<file path="src/rtl/ts_fifo_reader.sv">
// Read-side consumer of the async TS FIFO: drains {data, valid, sync} words,
// recovers packet alignment on the sync byte and emits a framed byte stream.
module ts_fifo_reader #(
  parameter int unsigned PKT_LEN   = 188,
  parameter logic [7:0]  SYNC_BYTE = 8'h47,
  parameter int unsigned LOCK_PKTS = 3
) (
  input  logic        clk,
  input  logic        rst,
  input  logic        en,
  input  logic [9:0]  fifo_data,
  input  logic        fifo_empty,
  output logic        r_en,
  output logic [7:0]  ts_data,
  output logic        ts_valid,
  output logic        ts_sop,
  output logic        ts_eop,
  output logic        locked,
  output logic [31:0] pkt_count,
  output logic [31:0] err_count
);

  typedef enum logic [1:0] {HUNT, PAYLOAD, EXPECT} state_e;

  localparam int unsigned GOOD_W   = $clog2(LOCK_PKTS + 1);
  localparam logic [7:0]  LAST_IDX = 8'(PKT_LEN - 1);
  localparam logic [GOOD_W-1:0] GOOD_MAX = GOOD_W'(LOCK_PKTS);

  state_e            state_q, state_d;
  logic [7:0]        byte_cnt_q, byte_cnt_d;
  logic [GOOD_W-1:0] good_cnt_q, good_cnt_d;
  logic              rd_vld_q;
  logic              locked_q, locked_d;
  logic [31:0]       pkt_count_q, pkt_count_d;
  logic [31:0]       err_count_q, err_count_d;
  logic [7:0]        ts_data_q, ts_data_d;
  logic              ts_valid_q, ts_valid_d;
  logic              ts_sop_q, ts_sop_d;
  logic              ts_eop_q, ts_eop_d;

  logic [7:0] w_data;
  logic       w_sync;
  logic       accepted;
  logic       sync_word;
  logic       start_pkt;
  logic       frame_err;

  // Reset gates the read so a word is never popped while state is being cleared.
  assign r_en      = en & ~fifo_empty & ~rst;
  assign w_data    = fifo_data[9:2];
  assign w_sync    = fifo_data[0];
  assign accepted  = rd_vld_q & fifo_data[1];
  assign sync_word = accepted & w_sync & (w_data == SYNC_BYTE);

  // NOTE: every signal written here gets a default first, so no path can infer a latch.
  always_comb begin
    state_d     = state_q;
    byte_cnt_d  = byte_cnt_q;
    good_cnt_d  = good_cnt_q;
    locked_d    = locked_q;
    pkt_count_d = pkt_count_q;
    err_count_d = err_count_q;
    ts_data_d   = ts_data_q;
    ts_valid_d  = 1'b0;
    ts_sop_d    = 1'b0;
    ts_eop_d    = 1'b0;
    start_pkt   = 1'b0;
    frame_err   = 1'b0;

    if (accepted) begin
      case (state_q)
        HUNT: start_pkt = sync_word;
        PAYLOAD: begin
          if (!w_sync) begin
            byte_cnt_d = byte_cnt_q + 8'd1;
            ts_valid_d = 1'b1;
            ts_data_d  = w_data;
            if (byte_cnt_q == LAST_IDX) begin
              ts_eop_d = 1'b1;
              state_d  = EXPECT;
              if (pkt_count_q != '1) pkt_count_d = pkt_count_q + 32'd1;
              if (good_cnt_q != GOOD_MAX) good_cnt_d = good_cnt_q + 1'b1;
              if (good_cnt_d == GOOD_MAX) locked_d = 1'b1;
            end
          end else begin
            // A sync-flagged word inside a packet means the previous packet was short.
            frame_err = 1'b1;
            if (sync_word) start_pkt = 1'b1;
            else           state_d   = HUNT;
          end
        end
        EXPECT: begin
          if (sync_word) start_pkt = 1'b1;
          else begin
            frame_err = 1'b1;
            state_d   = HUNT;
          end
        end
        default: state_d = HUNT;
      endcase
    end

    if (start_pkt) begin
      state_d    = PAYLOAD;
      byte_cnt_d = 8'd1;
      ts_valid_d = 1'b1;
      ts_sop_d   = 1'b1;
      ts_data_d  = w_data;
    end

    if (frame_err) begin
      if (err_count_q != '1) err_count_d = err_count_q + 32'd1;
      good_cnt_d = '0;
      locked_d   = 1'b0;
    end
  end

  // NOTE: sequential state uses non-blocking assignments so every flop samples pre-edge values.
  always_ff @(posedge clk or posedge rst) begin
    if (rst) begin
      state_q     <= HUNT;
      byte_cnt_q  <= '0;
      good_cnt_q  <= '0;
      rd_vld_q    <= 1'b0;
      locked_q    <= 1'b0;
      pkt_count_q <= '0;
      err_count_q <= '0;
      ts_data_q   <= '0;
      ts_valid_q  <= 1'b0;
      ts_sop_q    <= 1'b0;
      ts_eop_q    <= 1'b0;
    end else begin
      state_q     <= state_d;
      byte_cnt_q  <= byte_cnt_d;
      good_cnt_q  <= good_cnt_d;
      rd_vld_q    <= r_en;
      locked_q    <= locked_d;
      pkt_count_q <= pkt_count_d;
      err_count_q <= err_count_d;
      ts_data_q   <= ts_data_d;
      ts_valid_q  <= ts_valid_d;
      ts_sop_q    <= ts_sop_d;
      ts_eop_q    <= ts_eop_d;
    end
  end

  assign ts_data   = ts_data_q;
  assign ts_valid  = ts_valid_q;
  assign ts_sop    = ts_sop_q;
  assign ts_eop    = ts_eop_q;
  assign locked    = locked_q;
  assign pkt_count = pkt_count_q;
  assign err_count = err_count_q;

endmodule

</file>
<file path="config.mk">
export PLATFORM = sky130hd
export DESIGN_NAME = ts_fifo_reader
export DESIGN_NICKNAME = d
export VERILOG_FILES = /design/src/rtl/ts_fifo_reader.sv
export SDC_FILE = /design/constraint.sdc
export NUM_CORES = 1
export LEC_CHECK = 0
export CAP_MARGIN = 20
export CORE_ASPECT_RATIO = 0.8
export CORE_MARGIN = 2
export CORE_UTILIZATION = 30
export DETAILED_ROUTE_END_ITERATION = 10
export PLACE_DENSITY = 0.64
export SLEW_MARGIN = 15
export SYNTH_ARGS = -nofsm -noshare
export SYNTH_HDL_FRONTEND = slang
export SYNTH_SLANG_ARGS = --single-unit
export TNS_END_PERCENT = 100
</file>
<file path="constraint.sdc">
create_clock -name clk -period 2.6 [get_ports clk]
set_input_delay 0.39 -clock clk [delete_from_list [all_inputs] [get_ports clk]]
set_output_delay 0.39 -clock clk [all_outputs]
set_load 0.02 [all_outputs]
</file>
==> results of run 1 <==
placed cells by master, fill, tap and decap left out, types with 2 or more instances in the layout:
| cell type | synthesis | routed |
|---|---|---|
| a21oi_1 | 7 | 7 |
| a41oi_1 | 4 | 3 |
| and2_1 | 5 | 5 |
| and3_1 | 16 | 16 |
| and4_1 | 11 | 11 |
| and4b_1 | 2 | 2 |
| buf_4 | 0 | 14 |
| clkbuf_16 | 0 | 9 |
| clkdlybuf4s50_1 | 0 | 90 |
| clkinv_4 | 0 | 3 |
| clkinvlp_4 | 0 | 3 |
| dfrtp_1 | 89 | 89 |
| ha_1 | 7 | 7 |
| inv_1 | 8 | 7 |
| mux2_1 | 8 | 8 |
| mux2_2 | 2 | 2 |
| nand2_1 | 27 | 27 |
| nand2b_1 | 3 | 3 |
| nand3_1 | 37 | 37 |
| nand3b_1 | 3 | 3 |
| nand4_1 | 30 | 30 |
| nand4b_1 | 4 | 4 |
| nor2_1 | 20 | 20 |
| nor3_1 | 5 | 5 |
| nor4_1 | 4 | 4 |
| o21ai_0 | 3 | 3 |
| xnor2_1 | 62 | 62 |
| xor2_1 | 4 | 4 |
registers in the layout, indices dropped and copies added (netlist names):
name	cells
err_count	32
pkt_count	32
byte_cnt_q	8
ts_data	8
good_cnt_q	2
state_q	2
locked	1
rd_vld_q	1
ts_eop	1
ts_sop	1
ts_valid	1
routing by layer:
layer | vias up | wire [um]
li1 | 1593 | -
met5 | - | 0
met2 | 92 | 4316
met4 | 0 | 77
met3 | 9 | 510
met1 | 1648 | 4648
what timing repair did:
action | in CTS | in global routing
endpoints found under the hold margin | 0 | 0
resized for setup | 0 | 1
endpoints found under the setup margin | 0 | 3
buffers inserted | 0 | 0
per-stage QoR:
stage	util, %	hold slack (ns)
floorplan	-	0.4480
global placement	39.92	0.4626
detailed placement	39.92	0.4774
CTS	42.01	0.4895
global route	42.06	0.5085
finish	42.06	0.4887
worst max-delay path by stage:
stage                                            to                startpoint
final                        ts_data[7]$_DFFE_PP0P_              fifo_data[6]
after global routing      err_count[27]$_DFFE_PP0P_    state_q[1]$_DFFE_PP0P_
after CTS                 err_count[24]$_DFFE_PP0P_    state_q[1]$_DFFE_PP0P_
after detailed placement     ts_data[7]$_DFFE_PP0P_              fifo_data[7]
after global placement       ts_data[4]$_DFFE_PP0P_              fifo_data[7]
after floorplan            pkt_count[7]$_DFFE_PP0P_  pkt_count[0]$_DFFE_PP0P_
worst reg2reg max path: stages (launching register included):
cell and delay [ns]:
dfrtp_1 0.41, inv_1 0.09, ha_1 0.26, a21oi_1 0.09, or3b_2 0.55, nor4_1 0.34
buf_4 0.20, nand4_1 0.11, xnor2_1 0.14
layout make-up:
cell class,instances,area (um2),area share [%]
clock buffers,11,242.7,4.244
inverters,8,33.78,0.5907
clock inverters,5,41.29,0.7219
well taps,180,225.2,3.938
multi-input cells,279,1923,33.62
flip-flops and latches,89,2227,38.94
repair buffers,105,1026,17.94
power groups by stage:
stage / Clock, mW / Sequential [mW] / Combinational (mW)
after floorplan: 0 / 1.42 / 0.0270
after global placement: 0 / 1.41 / 0.0699
after detailed placement: 0 / 1.41 / 0.0716
after CTS: 1.28 / 1.39 / 0.0717
after global routing: 1.34 / 1.39 / 0.0777
final: 1.23 / 1.39 / 0.0683
logic make-up (layout without fill, tap and decap cells):
| logic type | count (synthesis) | in the layout |
|---|---|---|
| AOI/OAI and AO/OA | 18 | 18 |
| and+or+nand+nor | 177 | 177 |
| DFF | 89 | 89 |
| adders and majority gates | 7 | 7 |
| muxes | 11 | 11 |
| buffers and inverters | 16 | 129 |
| xor gates and xnor gates | 66 | 66 |
==> impl_metrics.csv, run 1 <==
group,metric,value,unit
pwr,power.density,470.3,nW/um2
clock_tree,ctsHoldBuffers,0,
global_route,grt_overflow,0,
routing,vias,3342,
synth,netlist_area,4200,um2
critical_path,cp.arrival,2.63,ns
timing,finalHoldViolCount,0,
critical_path,path_delay_family,"simple AND/OR/NAND/NOR gates",
worst_hold_path,holdPathEnd,"good_cnt_q[0]$_DFFE_PP0P_",
place,place_area,5429,um2
timing,setup_violations,0,
pwr,power_switching,0.5951,mW
synth,syn_avg_cell_area,10.94,um2
synth,async_reset_ff_share,100.0,%
final_layout,syn_to_final_growth,36.16,%
die,die_x,136.3,um
pwr,power_leakage,2.390,nW
pwr,power.clock.fraction,45.9,%
timing,clock.fmax,0.4149,GHz
critical_path,start_kind,"primary input",
timing,min_period,2.410,ns
die,fp-row-count,38,
synth,synth-compound-area-share,2.770,%
critical_path,critical_path_class,"in -> reg",
timing,tns,0,ns
synth,synth.most_common_cell,"dfrtp_1",
critical_path,cpPeakStageDelay,0.57,ns
global_route,met1_usage,18.42,%
timing,fin_crit_sh,92.70,%
routing,dr.first_iter.drc_count,127,
synth,synth.area.top_cells,"dfrtp_1 (53%), xnor2_1 (13%), nand4_1 (4.5%), nand3_1 (4.4%), nand2_1 (2.4%)",
die,die_y,109.8,um
global_route,grt_pass1_vias,3158,
synth,synth_cell_types,40,
global_route,grt_max_degree,90,
die,dieArea,14970,um2
routing,vias_per_cell,4.936,
pwr,p_int,2.094,mW
final_layout,fillCellCount,1313,
clock_tree,root_buffer,"clkbuf_16",
clock_tree,path_clk_slew,0.07,ns
die,core_area,13600,um2
global_route,busiest_layer,"met2",
run_status,status,"finished, final reports clean",
synth,synthXorXnorAreaFrac,13.76,%
die,initial_core_util,30.89,%
synth,synthMuxAreaShare,2.919,%
clock_tree,clk-insertion-delay-late,0.34,ns
synth,netlist.area_leader.share,53.02,%
global_route,grt_pass1_wl,15620,um
place,place_ws,-0.1717,ns
final_layout,n_antenna_cell,0,
synth,yosysWarnings,0,
worst_hold_path,hold_class,"reg -> reg",
critical_path,r2r_start,"state_q[1]$_DFFE_PP0P_",
synth,synth_edf_count,0,
pwr,swShare,22.13,%
critical_path,r2r-end,"err_count[25]$_DFFE_PP0P_",
synth,post-synth-top-area-cell,"dfrtp_1",
synth,synth-main-ff-cell,"dfrtp_1",
global_route,antenna_found_initial,0,
global_route,grt_use_met3,3.273,%
routing,antenna_left,0,
timing,tightestPinTransition,0.5241,ns
synth,synth_top_family_by_area,"simple AND/OR/NAND/NOR gates",
timing,report.final.slew_viol_count,0,
critical_path,reg2reg_slack,0.28,ns
place,hpwl,6797,um
pwr,peakVddDrop,265.7,uV
synth,synth_simple_gate_area_share,23.92,%
timing,rsz0062_at_grt,"no",
final_layout,drive_above_1_share,7.847,%
place,dp.cells,661,
critical_path,r2r_cells,8,
final_layout,final_area,5719,um2
critical_path,critPathSlowestCell,"or4_1",
clock_tree,cts.sink_count,89,
critical_path,path_depth,6,
synth,ys_ff_latch,89,
critical_path,cp.required,2.82,ns
routing,drt_wl_total,9551,um
clock_tree,cts_tree,"done",
synth,synth_commonest_cells,"dfrtp_1 (89), xnor2_1 (62), nand3_1 (37), nand4_1 (30), nand2_1 (27)",
place,io_buffers,90,
worst_hold_path,whs_path_depth,1,
critical_path,critPathCaptureType,"flip-flop",
synth,syn_nets,405,
routing,wl_per_cell,14.11,um
global_route,use_met2,20.24,%
clock_tree,cts_max_path_buffers,2,
synth,synth_fa_ha_area_share,2.085,%
timing,maxSlewHeadroom,64.79,%
timing,setup_ws,0.1899,ns
pwr,pwr-share-comb,2.5,%
die,ioPinCount,91,
worst_hold_path,hold_start,"good_cnt_q[0]$_DFFE_PP0P_",
routing,drc_errors,0,
job,max_cap_viol_count,0,
synth,netlist_instances,384,
pwr,pwr-share-seq,51.6,%
critical_path,cp.buffers_inverters,1,
clock_tree,htreeDepth,3,
synth,yosysSeqAreaShare,53.02,%
place,gp_congestion,0.8259,
final_layout,nets,513,
timing,fin_skew,0.01038,ns
critical_path,path_max_fanout,9,
critical_path,path_cells,"clkdlybuf4s50_1 -> or4b_1 -> or4_1 -> nor3_2 -> nor2_2 -> mux2_1",
clock_tree,numCtsBuffers,9,
pwr,p_total,2.690,mW
final_layout,stdcell_count,677,
routing,drt_first_pass_iters,8,
global_route,grt_usage,13.13,%
No activity file was read; power rests on OpenSTA's default activity.
==> run 2, diff against run 1 <==
--- a/config.mk
+++ b/config.mk
@@ -5,7 +5,6 @@
 export SDC_FILE = /design/constraint.sdc
 export NUM_CORES = 1
 export LEC_CHECK = 0
-export CAP_MARGIN = 20
 export CORE_ASPECT_RATIO = 0.8
 export CORE_MARGIN = 2
 export CORE_UTILIZATION = 30
==> results of run 2 <==
Final layout, timing and power as in run 1 (identical DEF).
